**src/rtl/unidade_controle_exp8.sv**
```systemverilog
// -----------------------------------------------------------------------------
// unidade_controle_exp8
//
// Moore controller for the memory-game datapath. After a start request it
// clears the counters, replays the stored sequence on the LEDs for the
// current round (one on/off pair per stored word, paced by the display
// timer), then collects the player's moves one at a time under a per-move
// timeout. The game ends in win, lose or timeout, and waits there for a
// restart.
//
// Ports
//   clock                in   system clock, rising edge
//   reset                in   asynchronous reset, active low (0 = reset)
//   iniciar              in   start/restart request (level)
//   fimT                 in   display timer at terminal count
//   fimP                 in   move-timeout counter at terminal count
//   fimRod               in   round counter at last round
//   jogada               in   one-cycle pulse: button press detected
//   igual                in   registered move equals memory word
//   enderecoIgualRodada  in   address counter equals round counter
//   zeraE / contaE       out  clear / increment address counter
//   zeraRod / contaRod   out  clear / increment round counter
//   zeraT / contaT       out  clear / enable display timer
//   zeraP / contaP       out  clear / enable move-timeout counter
//   zeraR / registraR    out  clear / load move register
//   sinal_led            out  LEDs show memory word at current address
//   pronto               out  game finished
//   acertou              out  game won
//   errou                out  wrong move
//   timeout              out  move timeout expired
//   db_estado            out  current state code (debug)
// -----------------------------------------------------------------------------
module unidade_controle_exp8 (
  input  logic       clock,
  input  logic       reset,
  input  logic       iniciar,
  input  logic       fimT,
  input  logic       fimP,
  input  logic       fimRod,
  input  logic       jogada,
  input  logic       igual,
  input  logic       enderecoIgualRodada,
  output logic       zeraE,
  output logic       contaE,
  output logic       zeraRod,
  output logic       contaRod,
  output logic       zeraT,
  output logic       contaT,
  output logic       zeraP,
  output logic       contaP,
  output logic       zeraR,
  output logic       registraR,
  output logic       sinal_led,
  output logic       pronto,
  output logic       acertou,
  output logic       errou,
  output logic       timeout,
  output logic [3:0] db_estado
);

  // State codes are visible on db_estado, so the encoding is fixed.
  typedef enum logic [3:0] {
    inicial        = 4'h0,
    preparacao     = 4'h1,
    inicia_rodada  = 4'h2,
    mostra_led     = 4'h3,
    apaga_led      = 4'h4,
    proximo_led    = 4'h5,
    fim_exibicao   = 4'h6,
    espera_jogada  = 4'h7,
    registra       = 4'h8,
    comparacao     = 4'h9,
    proxima_jogada = 4'hA,
    proxima_rodada = 4'hB,
    fim_acertou    = 4'hC,
    fim_errou      = 4'hD,
    fim_timeout    = 4'hE,
    ilegal         = 4'hF
  } estado_t;

  estado_t estado_reg;
  estado_t estado_next;

  // ---------------------------------------------------------------------------
  // State register. Reset is asynchronous so that pulling reset low mid-game
  // drops every strobe (outputs are pure decodes of this register) without
  // waiting for a clock edge.
  // ---------------------------------------------------------------------------
  always_ff @(posedge clock or negedge reset) begin
    if (!reset) begin
      estado_reg <= inicial;
    end else begin
      estado_reg <= estado_next;
    end
  end

  // ---------------------------------------------------------------------------
  // Next-state logic and Moore output decode.
  // ---------------------------------------------------------------------------
  always_comb begin
    estado_next = estado_reg;
    zeraE       = 1'b0;
    contaE      = 1'b0;
    zeraRod     = 1'b0;
    contaRod    = 1'b0;
    zeraT       = 1'b0;
    contaT      = 1'b0;
    zeraP       = 1'b0;
    contaP      = 1'b0;
    zeraR       = 1'b0;
    registraR   = 1'b0;
    sinal_led   = 1'b0;
    pronto      = 1'b0;
    acertou     = 1'b0;
    errou       = 1'b0;
    timeout     = 1'b0;

    case (estado_reg)
      inicial: begin
        if (iniciar) estado_next = preparacao;
      end

      // Clear everything for a fresh game.
      preparacao: begin
        zeraE       = 1'b1;
        zeraRod     = 1'b1;
        zeraR       = 1'b1;
        zeraT       = 1'b1;
        zeraP       = 1'b1;
        estado_next = inicia_rodada;
      end

      // Replay always starts from address 0 with the timer at 0, so the
      // first on-phase has the full timer period.
      inicia_rodada: begin
        zeraE       = 1'b1;
        zeraT       = 1'b1;
        estado_next = mostra_led;
      end

      // On-phase. The timer is modulo, so it wraps to 0 as we leave and the
      // off-phase gets an equally long period without an explicit clear.
      mostra_led: begin
        sinal_led = 1'b1;
        contaT    = 1'b1;
        if (fimT) estado_next = apaga_led;
      end

      // Off-phase. At its end either the replay covered every word of this
      // round, or we step to the next address.
      apaga_led: begin
        contaT = 1'b1;
        if (fimT) begin
          if (enderecoIgualRodada) estado_next = fim_exibicao;
          else                     estado_next = proximo_led;
        end
      end

      proximo_led: begin
        contaE      = 1'b1;
        estado_next = mostra_led;
      end

      // Rewind the address for the player's moves and arm the timeout.
      fim_exibicao: begin
        zeraE       = 1'b1;
        zeraP       = 1'b1;
        zeraR       = 1'b1;
        estado_next = espera_jogada;
      end

      // A press in the same cycle as the timeout still counts as a move.
      espera_jogada: begin
        contaP = 1'b1;
        if (jogada)    estado_next = registra;
        else if (fimP) estado_next = fim_timeout;
      end

      // Capture the move and restart the timeout for the next one.
      registra: begin
        registraR   = 1'b1;
        zeraP       = 1'b1;
        estado_next = comparacao;
      end

      // igual is valid here: the move register loaded on the previous edge.
      comparacao: begin
        if (!igual)                             estado_next = fim_errou;
        else if (enderecoIgualRodada && fimRod) estado_next = fim_acertou;
        else if (enderecoIgualRodada)           estado_next = proxima_rodada;
        else                                    estado_next = proxima_jogada;
      end

      proxima_jogada: begin
        contaE      = 1'b1;
        estado_next = espera_jogada;
      end

      proxima_rodada: begin
        contaRod    = 1'b1;
        estado_next = inicia_rodada;
      end

      fim_acertou: begin
        pronto  = 1'b1;
        acertou = 1'b1;
        if (iniciar) estado_next = preparacao;
      end

      fim_errou: begin
        pronto = 1'b1;
        errou  = 1'b1;
        if (iniciar) estado_next = preparacao;
      end

      fim_timeout: begin
        pronto  = 1'b1;
        timeout = 1'b1;
        if (iniciar) estado_next = preparacao;
      end

      // Code F is unreachable in normal operation; recover to idle.
      default: begin
        estado_next = inicial;
      end
    endcase
  end

  assign db_estado = estado_reg;

endmodule

```
**config.mk**
```make
export PLATFORM = sky130hd
export DESIGN_NAME = unidade_controle_exp8
export DESIGN_NICKNAME = d
export VERILOG_FILES = /design/src/rtl/unidade_controle_exp8.sv
export SDC_FILE = /design/constraint.sdc
export NUM_CORES = 1
export LEC_CHECK = 0
export ABC_AREA = 1
export CAP_MARGIN = 25
export CORE_AREA = 3 3 40 42
export DETAILED_ROUTE_END_ITERATION = 7
export DIE_AREA = 0 0 43 45
export GPL_ROUTABILITY_DRIVEN = 0
export MAX_ROUTING_LAYER = met4
export PLACE_DENSITY_LB_ADDON = 0.25
export SLEW_MARGIN = 20
export SYNTH_ARGS = -nofsm -noshare
export SYNTH_HDL_FRONTEND = slang
export SYNTH_SLANG_ARGS = --single-unit
```
**constraint.sdc**
```tcl
create_clock -name clock -period 2.2 [get_ports clock]
set_input_delay 0.44 -clock clock [delete_from_list [all_inputs] [get_ports clock]]
set_output_delay 0.44 -clock clock [all_outputs]
set_load 0.03 [all_outputs]
```
* After elaboration in Yosys (flattened, before gate mapping) *
Index checks and enable logic that the tools add are counted.

word-level totals
  register bits after elaboration = 4
  input port bits = 9
  output and inout bits = 19

operators by class
  equality and inequality tests = 18
  muxes and demuxes = 25
  reduce and logical (&&, ||, !) cells = 14

operators with widths
  kind                number
  $pmux 4 s9          1
  $eq 4x4->1 const B  7
  $mux 4              5
  $eq 4x3->1 const B  4
  $mux 1              16
  $reduce_or 2->1     7
  $reduce_or 3->1     3
  $eq 4x2->1 const B  2
  $mux 3              2
  $eq 4x1->1 const B  1
  $logic_not 4->1     1
  $ne 2x2->1 const B  2
  $reduce_and 4->1    1
  $reduce_or 4->1     1
  $ne 3x3->1 const B  1
  $mux 2              1
  $ne 2x1->1 const B  1
  $logic_and 1x1->1   1

* Depth between registers and ports, before layout *
  depth in word-level cells = 4
  gate-level depth with buffers = 9

* Worst setup path after synthesis *
No wires, ideal clock.

  path kind = reg-to-output
  start point = register estado_reg[0], in the netlist db_estado[0]
  end point = output zeraP
  data arrival time = 1.681 ns
  path slack = 0.079 ns
  stages on the path, launching flop included = 5
  path buffers = 0
  cell sequence = dfrtp_1 > nor2_1 > inv_1 > nor2_1 > or2_2

on the way
  longest elaborated chain between the ends = 3
  elaborated cells between the ends (all ways) = 5
  classes of those cells = eq/ne: 3; mux: 1; reduce/logical: 1

RTL lines
  item                                line  text
  start, declared                     81    estado_t estado_reg;
  start signal, assigned              91    estado_reg <= inicial;
  start signal, assigned              93    estado_reg <= estado_next;
  $eq 4x4->1 (tied with other cells)  118   case (estado_reg)
  $reduce_or 3->1 (no line) (*)       --
  $mux 1 (*)                          118
  end, declared                       49    output logic zeraP,

Mark *: on every way between the ends. The rest lies on a longest branch, timed or not.

* Worst setup path after layout *
  start point = register estado_reg[0], in the netlist db_estado[0]
  end point = output zeraE

on the way
  longest elaborated chain between the ends = 3
  elaborated cells between the ends (all ways) = 5
  classes of those cells = eq/ne: 3; mux: 1; reduce/logical: 1

RTL lines
  item                                line  text
  $eq 4x3->1 (tied with other cells)  118
  $reduce_or 3->1 (no line) (*)       --
  $mux 1 (*)                          118
  end, declared                       43    output logic zeraE,

Marked as above.

==> summary.md <==
| Metric | Value |
|---|---|
| Initial DRC Count | 9 |
| Gr usage total | 0.1624 |
| Avg Synthesized Cell Area | 5.274 um2 |
| Post-synth EDFFs | 0 |
| XOR/XNOR Fraction of Synth Area | 0 |
| DRT Wirelength | 1.426 mm |
| Mapped Nets | between 100 and 150 |
| Via count | 645 |
| Data required time of the critical path | 1.76 ns |
| Top_reg_cell synth | dfrtp_1 |
| Final net count | about 140 |
| HPWL after DPL | roughly 1.2 mm |
| Placed cell areas | approximately 800 um2 |
| Fin. Hold Viols | 0 |
| Unique masters post-synth | 15 |
| Leak pwr | 0.5311 nW |
| Final min period | 2.074 ns |
| Total power per unit cell area | 1722 nW/um2 |
| Drt drc | 0 |
| Top post-synthesis cells by area | nand2_1 28%, dfrtp_1 20%, inv_1 11% |
| Run status | completed |
| Slowest cell on crit path | dfrtp_1 |
| YS warnings | 0 |
| Tightest Hold Check Type | input port to async pin |
| IO Count | 28 |
| Share of layout cells above drive strength 1 | 0.1520 |
| Worst endpoint data arrival time | 1.63 ns |
| Clk slew on worst S/H paths | 0.04 ns |
| Setup crit end kind | output port |
| Fin Clk Skew | 0.004229 ns |
| TNS Setup | 0 ns |
| Sinks on Clock Net | 4 |
| Initial Utilization | 0.3817 |
| P_sw | 831.2 uW |
| Multiplexer share of the synthesized area | 0 |
| Fin area | 807.0 um2 |
| Worst Slack Setup Final | 0.1260 ns |
| Largest register FFs | 4 |
| # fillers | 125 |
| Cell Count, Final, Fillers Out | 140 |
| Async set-reset flop share out of synthesis | 1.000 |
| Sequential power share | 0.125 |
| CTS tree | built |
| Maximum vdd drop | 0.001056 V |
| Total power draw | 1.389 mW |
| Kind of critical path | flop to output port |
| Tcrit/Tclk final | 0.9427 |
| Cells after DPL | between 100 and 150 |
| Synth cell count leaders | 36 x nand2_1, 14 x inv_1, 13 x nor2_1 |
| Overflow after GRT | 0 |
| Gate power share | 0.806 |
| I/O Buffers | 27 |
| CP max stage delay | 0.45 ns |
| Mapped Cells | 93 |
| Synth top area share | 0.2755 |
| Largest net degree at the start of global routing | 9 |
| Initial antenna violation count | 0 |
| Hold buffer count at CTS | 0 |
| Critical Path Start Type | flop |
| Synth Area in Simple Gates | 0.5995 |
| Vias in the first global route | between 500 and 600 |
| Root buf cell | clkbuf_4 |
| Wire per inst | 10.19 um |
| Worst hold margin | 0.4033 ns |
| Compound-gate portion of the synthesized area | 0.06633 |
| Main combinational cell family by area after synthesis | simple AND/OR/NAND/NOR gates |
| Max_cap viols | 0 |
| Std-Cell Rows | 13 |
| Full die area | 1935 um2 |
| Die height | 45 um |
| Antenna cells | 0 |
| CORE AREA | 1285 um2 |
| DR vias/cell | between 4 and 5 |
| Clk_lat worst skew | roughly 0.24 ns |
| First-pass GRT wire length | 2.297 mm |
| Final setup violation count | 0 |
| Synthesized-area fraction occupied by adder cells | 0 |
| Slew Viols, Final | 0 |
| Synth Cell Area | 490.5 um2 |
| Most frequent cell after synthesis | nand2_1 |
| RSZ-0062 raised after global routing | no |
| CTS H-Tree Depth | 1 |
| Final ANT Viol Nets | 0 |
| Net Sw Frac | 0.5983 |
| Pre-CTS worst setup slack | 0.01721 ns |
| CTS buffer count | 3 |
| Peak Freq | 0.4822 GHz |
| Maximum root-to-sink buffer count | 2 |
| Critical Path Fanout Max | 8 |
| P&R area growth vs syn | 64.54% |
| Worst-Margin Slew | around 0.32 ns |
| DRT Pass-1 Iters | 4 |
| Register bit total from synthesis | 4 |
| Power share of the clock group | 0.069 |
| Slew HR | 0.7858 |
| Synth area leader | nand2_1 |
| Final core utilization | 0.6280 |
| P_int | 558.1 uW |
| Sequential element share of the synthesized area | 0.2041 |
| Die X | 43 um |
| Worst-path cell chain | nand2_1 > inv_1 > o31ai_1 > dlygate4sd2_1 |
[timing repair]
item                       4_1_cts  5_1_grt
pin swaps                        0        0
setup endpoints to repair       11        2
hold endpoints to repair         0        0
resized for setup               13        2
setup buffers                    0        0
[path summary, 6_finish.rpt]
check / start / to / slack [ns] / cells after the start
max: db_estado[0]$_DFFE_PN0P_ / zeraE / 0.13 / 4
min: reset / db_estado[0]$_DFFE_PN0P_ / 0.40 / 1
max reg2reg: db_estado[0]$_DFFE_PN0P_ / db_estado[1]$_DFFE_PN0P_ / 0.85 / 8
min reg2reg: db_estado[1]$_DFFE_PN0P_ / db_estado[1]$_DFFE_PN0P_ / 0.60 / 2
max in group asynchronous: reset / db_estado[3]$_DFFE_PN0P_ / 1.62 / 1
min in group clock: db_estado[1]$_DFFE_PN0P_ / db_estado[1]$_DFFE_PN0P_ / 0.60 / 2
[power by group through the flow]
stage	clock network (mW)	registers, mW	logic [mW]
final	0.0952	0.174	1.12
after global routing	0.106	0.183	1.21
after CTS	0.0990	0.175	1.13
after detailed placement	0	0.173	1.19
after global placement	0	0.172	1.19
after floorplan	0	0.246	0.688
[metal layers]
metal  up-vias  wire, um  part of all wire  global-route usage
met1       274       623              0.44              0.1937
met3         0       104             0.073             0.05976
met5         -         0                 0                   -
met4         0         0                 0             0.03614
met2        25       698              0.49              0.2635
li1        346         -                 -                   -
[placed cells by master (no fill, tap or decap), types with 4 or more instances in the layout]
| master | count |
|---|---|
| a21oi_1 | 4 |
| clkdlybuf4s50_1 | 12 |
| dfrtp_1 | 4 |
| dlygate4sd2_1 | 12 |
| inv_1 | 14 |
| nand2_1 | 36 |
| nand3_1 | 4 |
| nor2_1 | 12 |
| nor2_2 | 5 |
[worst max-delay path, delay by kind of cell, from the launching register on]
kind / cells / cell delay (ns)
buf+inv: 2 / 0.53
simple gates: 1 / 0.16
flops: 1 / 0.45
compound gates: 1 / 0.25
[kinds of logic (layout without fill, tap and decap cells)]
kind of cell | Yosys count | count (layout)
DFF | 4 | 4
and+or+nand+nor | 66 | 66
buffers and inverters | 17 | 49
AOI/OAI and AO/OA | 6 | 6
[area by class of cell]
class                   count  area [um2]  share of cell area
well taps                  15       18.77             0.02326
inverters                  17       63.81             0.07907
multi-input cells          72       329.1              0.4078
clock buffers               3       22.52             0.02791
flip-flops and latches      4       100.1              0.1240
repair buffers             29       272.8              0.3380
No activity file was read; power rests on OpenSTA's default activity.
